## src/rtl/cc_seq.sv

```systemverilog
// Sequential compute core: loads a frame of N signed samples, optionally sorts it and
// removes its mean, then evaluates one of two equations on elements 0..3.
module cc_seq #(
    parameter  int N     = 4,
    parameter  int W     = 4,
    localparam int OUT_W = 2 * W + 4,
    localparam int LGN   = $clog2(N)
) (
    input  logic                    clk,
    input  logic                    rst,
    input  logic                    in_valid,
    input  logic signed [W-1:0]     in_data,
    input  logic        [3:0]       opt,
    output logic                    in_ready,
    output logic                    out_valid,
    output logic signed [OUT_W-1:0] out_n
);

    localparam int BW = $clog2(OUT_W);

    typedef enum logic [2:0] {LOAD, MEAN, CALC, DIV, DONE} state_t;

    state_t                  state;
    logic [LGN-1:0]          count;
    logic [3:0]              opt_q;
    logic signed [W-1:0]     arr [N];
    logic signed [W-1:0]     srt [N];
    logic signed [W:0]       d   [4];
    logic [OUT_W-1:0]        dvd;
    logic [1:0]              rem;
    logic                    neg;
    logic [BW-1:0]           bits;

    logic [N-1:0]            le;
    logic [N-1:0]            le_prev;
    logic signed [W-1:0]     srt_prev [N];
    logic signed [W-1:0]     ins [N];
    logic signed [W-1:0]     x   [N];
    logic signed [W+LGN-1:0] sum;
    logic [W+LGN-1:0]        mag;
    logic [W:0]              mean_mag;
    logic signed [W:0]       mean;
    logic signed [W:0]       dn  [4];
    logic signed [OUT_W-1:0] e   [4];
    logic signed [OUT_W-1:0] r_eq0;
    logic signed [OUT_W-1:0] p_eq1;
    logic [OUT_W-1:0]        p_abs;
    logic [2:0]              trial;

    // Sorted insertion: entries <= the new sample stay, the slot after them takes it,
    // and the remaining valid entries shift up by one.
    always_comb begin
        le_prev[0]  = 1'b1;
        srt_prev[0] = in_data;
        for (int i = 0; i < N; i++) begin
            le[i] = (i < int'(count)) && (srt[i] <= in_data);
        end
        for (int i = 1; i < N; i++) begin
            le_prev[i]  = le[i-1];
            srt_prev[i] = srt[i-1];
        end
        for (int i = 0; i < N; i++) begin
            if (i > int'(count) || le[i]) ins[i] = srt[i];
            else if (le_prev[i])          ins[i] = in_data;
            else                          ins[i] = srt_prev[i];
        end
    end

    always_comb begin
        sum = '0;
        for (int i = 0; i < N; i++) begin
            if (!opt_q[0])     x[i] = arr[i];
            else if (opt_q[1]) x[i] = srt[i];
            else               x[i] = srt[N-1-i];
            sum = sum + (W+LGN)'(x[i]);
        end
        // Magnitude is taken unsigned so the most negative sum still divides correctly.
        mag      = sum[W+LGN-1] ? -sum : sum;
        mean_mag = (W+1)'(mag >> LGN);
        mean     = '0;
        if (opt_q[2]) mean = sum[W+LGN-1] ? -$signed(mean_mag) : $signed(mean_mag);
        for (int i = 0; i < 4; i++) begin
            dn[i] = (W+1)'(x[i]) - mean;
            e[i]  = OUT_W'(d[i]);
        end
        r_eq0 = (e[0] <<< 1) * e[1] + e[3];
        p_eq1 = ((e[2] <<< 2) + e[3]) * e[1];
        p_abs = p_eq1[OUT_W-1] ? -p_eq1 : p_eq1;
        trial = {rem, dvd[OUT_W-1]};
    end

    // NOTE: sequential state uses non-blocking assignments only, so every register
    // samples the pre-edge values of all others regardless of statement order.
    always_ff @(posedge clk) begin
        if (rst) begin
            state     <= LOAD;
            count     <= '0;
            opt_q     <= '0;
            in_ready  <= 1'b1;
            out_valid <= 1'b0;
            out_n     <= '0;
            dvd       <= '0;
            rem       <= '0;
            neg       <= 1'b0;
            bits      <= '0;
            // NOTE: sample storage is small register state, so clearing it on reset is
            // cheap and keeps an aborted frame from leaking into the next one.
            for (int i = 0; i < N; i++) begin
                arr[i] <= '0;
                srt[i] <= '0;
            end
            for (int i = 0; i < 4; i++) d[i] <= '0;
        end else begin
            case (state)
                LOAD: begin
                    in_ready  <= 1'b1;
                    out_valid <= 1'b0;
                    out_n     <= '0;
                    if (in_valid && in_ready) begin
                        arr[count] <= in_data;
                        for (int i = 0; i < N; i++) srt[i] <= ins[i];
                        if (count == '0) opt_q <= opt;
                        if (count == LGN'(N - 1)) begin
                            count    <= '0;
                            in_ready <= 1'b0;
                            state    <= MEAN;
                        end else begin
                            count <= count + LGN'(1);
                        end
                    end
                end
                MEAN: begin
                    for (int i = 0; i < 4; i++) d[i] <= dn[i];
                    state <= CALC;
                end
                CALC: begin
                    if (opt_q[3]) begin
                        dvd   <= r_eq0;
                        neg   <= 1'b0;
                        state <= DONE;
                    end else begin
                        dvd   <= p_abs;
                        neg   <= p_eq1[OUT_W-1];
                        rem   <= '0;
                        bits  <= '0;
                        state <= DIV;
                    end
                end
                DIV: begin
                    // Quotient bits shift into dvd from the right as dividend bits leave.
                    if (trial >= 3'd3) begin
                        rem <= 2'(trial - 3'd3);
                        dvd <= {dvd[OUT_W-2:0], 1'b1};
                    end else begin
                        rem <= trial[1:0];
                        dvd <= {dvd[OUT_W-2:0], 1'b0};
                    end
                    bits <= bits + BW'(1);
                    if (bits == BW'(OUT_W - 1)) state <= DONE;
                end
                DONE: begin
                    out_valid <= 1'b1;
                    out_n     <= neg ? -dvd : dvd;
                    in_ready  <= 1'b0;
                    state     <= LOAD;
                end
                default: state <= LOAD;
            endcase
        end
    end

endmodule

```

## config.mk

```make
export PLATFORM = sky130hd
export DESIGN_NAME = cc_seq
export DESIGN_NICKNAME = d
export VERILOG_FILES = /design/src/rtl/cc_seq.sv
export SDC_FILE = /design/constraint.sdc
export NUM_CORES = 1
export LEC_CHECK = 0
export CAP_MARGIN = 10
export CORE_ASPECT_RATIO = 1.4
export CORE_MARGIN = 2
export CORE_UTILIZATION = 48
export DETAILED_ROUTE_END_ITERATION = 8
export HOLD_SLACK_MARGIN = 0.15
export SETUP_SLACK_MARGIN = 0.2
export SYNTH_ARGS = -nofsm -noshare
export SYNTH_HDL_FRONTEND = slang
export SYNTH_SLANG_ARGS = --single-unit
```

## constraint.sdc

```tcl
create_clock -name clk -period 8.7 [get_ports clk]
set_clock_uncertainty 0.1 [all_clocks]
set_input_delay 1.305 -clock clk [delete_from_list [all_inputs] [get_ports clk]]
set_output_delay 1.305 -clock clk [all_outputs]
set_load 0.01 [all_outputs]
```

==> qor.csv <==
stage,metric,value,unit
status,status,finished clean,
critical_path,critical path's largest stage delay,940,ps
timing,final hold vios,0,
critical_path,Reg2Reg Depth,25,
route,Post-Route WL,21.2,mm
grt,initial antenna violation count,0,
worst_hold_path,min-delay worst type,reg2reg,
place,hpwl dp,16.9,mm
critical_path,Worst R2R End,d[1][4],
place,Post-Place Cells,1257,
timing,post-route setup TNS,0,ps
critical_path,WP data arrival,6250,ps
critical_path,Worst setup EP type,flip-flop,
critical_path,"CP delay by family, top",adder cells,
place,RD Place Congestion,0.836,
clock_tree,CTS resizes,0,
route,Wirelength per Cell,16.6,um
clock_tree,clk sinks,94,
logic_synthesis,number of flops mapped to enable cells by yosys,52,
clock_tree,Post-CTS Hold Buffers,0,
clock_tree,H-tree Lvls,3,
logic_synthesis,main flop type after synthesis,edfxtp_1,
die,Placeable Area,18600,sq um
timing,Final Setup Violations,0,
finish,share of post-route cells with drive strength above 1,3.11,%
critical_path,startpoint types,flip-flop,
critical_path,critical path class,reg2reg,
grt,vias in the first global route,6935,
logic_synthesis,count of cell types in the netlist,63,
critical_path,R2R setup slack,2420,ps
place,IO Port Bufs,24,
timing,worst-margin pin slew,1050,ps
finish,antenna fix cells,0,
clock_tree,Clock Pin Slew Worst Setup and Hold Paths,70,ps
route,via count,7090,
finish,# fillers,1791,
finish,Post-Layout Cell Count,1273,
clock_tree,"Clk Latency, worst-skew pair",350,ps
timing,Pins Over Slew Limit,0,
clock_tree,CTS tree,done,
clock_tree,CTS Buf Count,9,
critical_path,CP max stage cell,dfxtp_1,
die,Initial Util,48.8,%
critical_path,CP Max Fanout,33,
logic_synthesis,post-synth top area share,17.2,%
logic_synthesis,Synth Warn #,0,
die,I/O Pins,25,
die,die width,120,um
logic_synthesis,"Seq/Total Area, Yosys",26.5,%
clock_tree,"Setup Fix Bufs, Post-CTS",0,
critical_path,r2r startpoint,opt_q[0],
critical_path,crit path capture,d[1][4],
clock_tree,CTS root buf,clkbuf_16,
timing,highest clock rate,159,MHz
logic_synthesis,async set-reset flop share out of synthesis,0,%
logic_synthesis,syn nets,1181,
timing,headroom to the max-slew limit,29.5,%
critical_path,Buffers & Inverters on Critical Path,3,
route,1st-pass router iterations,5,
logic_synthesis,synthesized instance count,1023,
finish,Area Overhead vs Synth,8.21,%
route,Residual DRC,0,
route,Starting DRT DRC Count,421,
finish,Layout Nets,1182,
logic_synthesis,Netlist Area Pre-Place,9080,sq um
logic_synthesis,most common cell in the synthesized netlist,inv_1,
grt,largest net degree at the start of global routing,44,
critical_path,CP Launch Point,opt_q[0],
die,die area,20000,sq um
timing,Final Cycle Share,72.2,%
grt,remaining global-route overflow,0,
job,Max Cap Viol,0,
grt,gr usage total,22.1,%
logic_synthesis,dominant cell type by area after synthesis,edfxtp_1,
critical_path,Critical Path RT,8670,ps
timing,Final min period,6280,ps
route,average via count per standard cell,5.57,
die,row count,59,
logic_synthesis,Mapped Avg Cell Area,8.88,sq um
route,post-route ant nets,0,
timing,RSZ-0062 raised after global routing,false,
die,die height,167,um
logic_synthesis,"flops & latches, synth",94,
grt,first-pass GRT wire length,35.5,mm
clock_tree,buffer levels on the longest clock path,2,
logic_synthesis,commonest cells in the netlist,"inv_1 (121), nor2_1 (115), ha_1 (93)",
logic_synthesis,Synth area leaders,"edfxtp_1 (17%), ha_1 (13%), fa_1 (12%)",
critical_path,Levels on crit path,25,
[worst min-delay path by stage]
stage	from	end	slack, ps	depth (start not counted)
2_1_floorplan	opt_q[2]	opt_q[2]	360	2
3_3_place_gp	out_valid	out_valid	370	2
3_5_place_dp	out_valid	out_valid	380	2
4_1_cts	in_ready	in_ready	390	2
5_1_grt	out_n[8]	out_n[8]	440	2
6_report	out_valid	out_valid	390	2
[sequential cells by signal (all words and copies together), names as in the netlist]
register   cells
d             20
count          2
out_valid      1
neg            1
state          3
in_ready       1
opt_q          4
srt           16
out_n         12
rem            2
bits           4
dvd           12
arr           16
[metrics by stage]
step                      area [sq um]  worst slack, ps  util [%]  hold slack [ps]
after floorplan                   9080             2700         -              363
after global placement            9510             2490      51.1              372
after detailed placement          9510             2390      51.1              378
after CTS                         9830             2360      52.8              391
after global routing              9830             1800      52.8              443
final                             9830             2420      52.8              387
[worst reg2reg max path, cell delays in order, from the launching register on]
cell and delay, ps:
dfxtp_1 940, nor2_1 140, a21o_1 250, fa_1 550, inv_1 60, fa_1 530, ha_1 170, inv_1 50
fa_1 390, inv_1 70, a21o_1 100, a21oi_1 70, xnor2_1 410, nor2_1 120, xor2_1 170, ha_1 210
xnor2_1 150, nor2_1 70, xnor2_1 170, nand2_1 170, ha_1 360, a21o_1 200, a21oi_1 160, xor2_1 190
xnor2_1 140, nor2_1 50
[layout by cell type (no fill, tap or decap), types with 30 or more instances in the layout]
| master | instances |
|---|---|
| edfxtp_1 | 52 |
| mux2i_1 | 33 |
| a21o_1 | 32 |
| nor2_1 | 115 |
| fa_1 | 54 |
| inv_1 | 121 |
| dfxtp_1 | 42 |
| ha_1 | 93 |
| xnor2_1 | 42 |
| a21oi_1 | 45 |
| and2_1 | 45 |
| o21ai_0 | 30 |
| nand2_1 | 61 |
[metal layers]
layer	routed length (um)	share of wire [%]	global-route usage, %	vias to the layer above
li1	-	-	-	3517
met1	9050	43	28.5	3402
met2	11100	52	39.8	143
met3	610	2.9	1.95	28
met4	408	1.9	5.41	0
met5	0	0	0	-
[logic make-up (layout without fill, tap and decap cells)]
family                   after synthesis  count (layout)  synth area share [%]
buffers and inverters                161             167                  6.74
multiplexers                          33              33                  3.64
XOR/XNOR                              68              68                  6.72
flip-flops                            94              94                  26.5
AND/OR/NAND/NOR                      329             329                  17.5
AO/OA/AOI/OAI                        191             191                  14.2
adder cells (fa/ha/maj)              147             147                  24.7
[cell type report]
class                      instances  area [sq um]  area share, %
clock buffer                      11           254           2.59
clock inverter                     5          62.6          0.637
inverter                         123           462           4.70
multi-input combinational        768          6070           61.8
sequential                        94          2400           24.4
tap                              244           305           3.11
timing repair buffer              28           270           2.75
Power is left out: the tool's default activity adds up to more than one toggle a clock period on the data nets, which glitch-free logic cannot reach.
==> variant, RTL diff (same flow settings) <==
`W`: 4 -> 2.
--- a/src/rtl/cc_seq.sv
+++ b/src/rtl/cc_seq.sv
@@ -3,5 +3,5 @@
 module cc_seq #(
     parameter  int N     = 4,
-    parameter  int W     = 4,
+    parameter  int W     = 2,
     localparam int OUT_W = 2 * W + 4,
     localparam int LGN   = $clog2(N)
Ports: changed (resized in_data and out_n); port bits go from 25 to 19. No check against the original RTL was run, so the function may have changed too.
==> variant against the original RTL <==
Cell area fell by 45%; first-iteration DRC count fell by 57%; core utilization rose by 1.7 points; area after synthesis fell by 47%; routed wire length fell by 52%; sequential cell count fell by 33; global-route usage fell by 1.5 points; count of clock-buffer cells in the layout rose by 3; maximum frequency rose by 17%; setup slack improved by 0.90 ns; largest cell class unchanged; synthesized cell count fell by 48%.
==> variant: results (changes against the original RTL) <==
- Yosys Warn Count: 0 (unchanged)
- Worst r2r src: opt_q[0]$_SDFFE_PP0P_
- Min-delay worst type: register to register
- Area contributors post-synth: edfxtp_1 (17%), dfxtp_1 (14%), ha_1 (12%)
- Cts bufs inserted: 9 (unchanged)
- Flop-to-flop setup slack: 3.31 ns (+0.90 ns)
- M3 GR Usage: 3.63% (+1.7 points)
- EDFF count, synth: 28 (-46%)
- Layout cell share with drive strength beyond 1: 5.67% (+2.6 points)
- DPL Wire Length: 8.02 mm (-53%)
- Startpoint of the worst hold path: out_n[7]$_SDFFE_PP0P_
- Met1 Wirelength: 4.24 mm (-53%)
- Filler cell count: 915 (-49%)
- Run status: completed
- Worst-path clk slew: 0.05 ns (-0.02 ns)
- Max reg flops: 12 (-40%)
- Max FO, Critical Path: 17 (-48%)
- Postcts setup bufs: 0 (unchanged)
- Number of I/O port buffers: 18 (-25%)
- GR Util met1: 23.0% (-5.4 points)
- Routed len/inst: 15.0 um (-10%)
- Synth cell types: 62 (-1.6%)
- Number of global-route vias before repair: 3685 (-47%)
- Top post-synthesis cells by count: nor2_1 (63), nand2_1 (53), inv_1 (48)
- Vias: 3643 (-49%)
- First-pass GRT wire length: 17.2 mm (-52%)
- Met2 wire length: 5.51 mm (-50%)
- Sequential area share after synthesis: 31.1% (+4.7 points)
- 1st-iter DRT viols: 183 (-57%)
- Synthesized net count: 615 (-48%)
- DRT Pass-1 Iters: 4 (-1)
- Worst stage delay on the critical path: 0.61 ns (-0.33 ns)
- Placer Congestion: 0.849 (+1.6%)
- P_leak: 2.28 nW
- Largest net degree at the start of global routing: 51 (+16%)
- Power share of the sequential group: 25.3%
- Kind of critical path: register to register
- GRT Resource Usage Total: 20.6% (-1.5 points)
- Ys flop type: dfxtp_1
- Worst Hold Margin: 0.349 ns (-0.0380 ns)
- Fraction of registers with async set/reset: 0% (unchanged)
- Slew HR: 31.9% (+2.4 points)
- Max layer used: met4
- Worst skew pair latency: 0.33 ns (-0.02 ns)
- CP max-delay cell: dfxtp_1
- Routed wl met3: 229 um (-62%)
- Met2 usage: 37.5% (-2.3 points)
- P_sw: 0.725 mW
variant: cell count changes after synthesis, moves of 21 or more:
| cell | before | now |
|---|---|---|
| xnor2_1 | 42 | 21 |
| fa_1 | 54 | 25 |
| and2_1 | 45 | 11 |
| a21o_1 | 32 | 6 |
| inv_1 | 121 | 48 |
| edfxtp_1 | 52 | 28 |
| mux2i_1 | 33 | 9 |
| nor2_1 | 115 | 63 |
| ha_1 | 93 | 45 |
variant: cells by family after synthesis:
kind of cell,after synthesis,synth area share (%)
flip-flops,61,31.1
AO/OA/AOI/OAI,99,13.9
multiplexers,10,2.10
XOR/XNOR,30,5.60
buffers and inverters,72,6.04
adder cells (fa/ha/maj),70,22.0
AND/OR/NAND/NOR,194,19.2
variant: worst paths after layout:
path / endpoint / depth (start not counted)
min reg2reg: out_n[7]$_SDFFE_PP0P_ / 2
max reg2reg: d[0][2]$_SDFFCE_PN0P_ / 19
max: d[0][2]$_SDFFCE_PN0P_ / 19
min: out_n[7]$_SDFFE_PP0P_ / 2
variant: cell type report:
| cell class | instances | area share (%) |
|---|---|---|
| Multi-Input combinational cell | 403 | 56.5 |
| Tap cell | 135 | 3.15 |
| Clock inverter | 2 | 0.233 |
| Clock buffer | 14 | 5.32 |
| Sequential cell | 61 | 28.0 |
| Timing Repair Buffer | 19 | 3.50 |
| Inverter | 48 | 3.36 |
variant: per-stage QoR:
step / total power, mW / std cells / setup WS, ns / area [um2]
5_1_grt: 1.87 / 682 / 2.79 / 5370
2_1_floorplan: 1.15 / 536 / 3.81 / 4820
3_3_place_gp: 1.33 / 666 / 3.52 / 5070
4_1_cts: 1.72 / 682 / 3.28 / 5370
3_5_place_dp: 1.36 / 666 / 3.29 / 5070
6_report: 1.70 / 682 / 3.31 / 5370
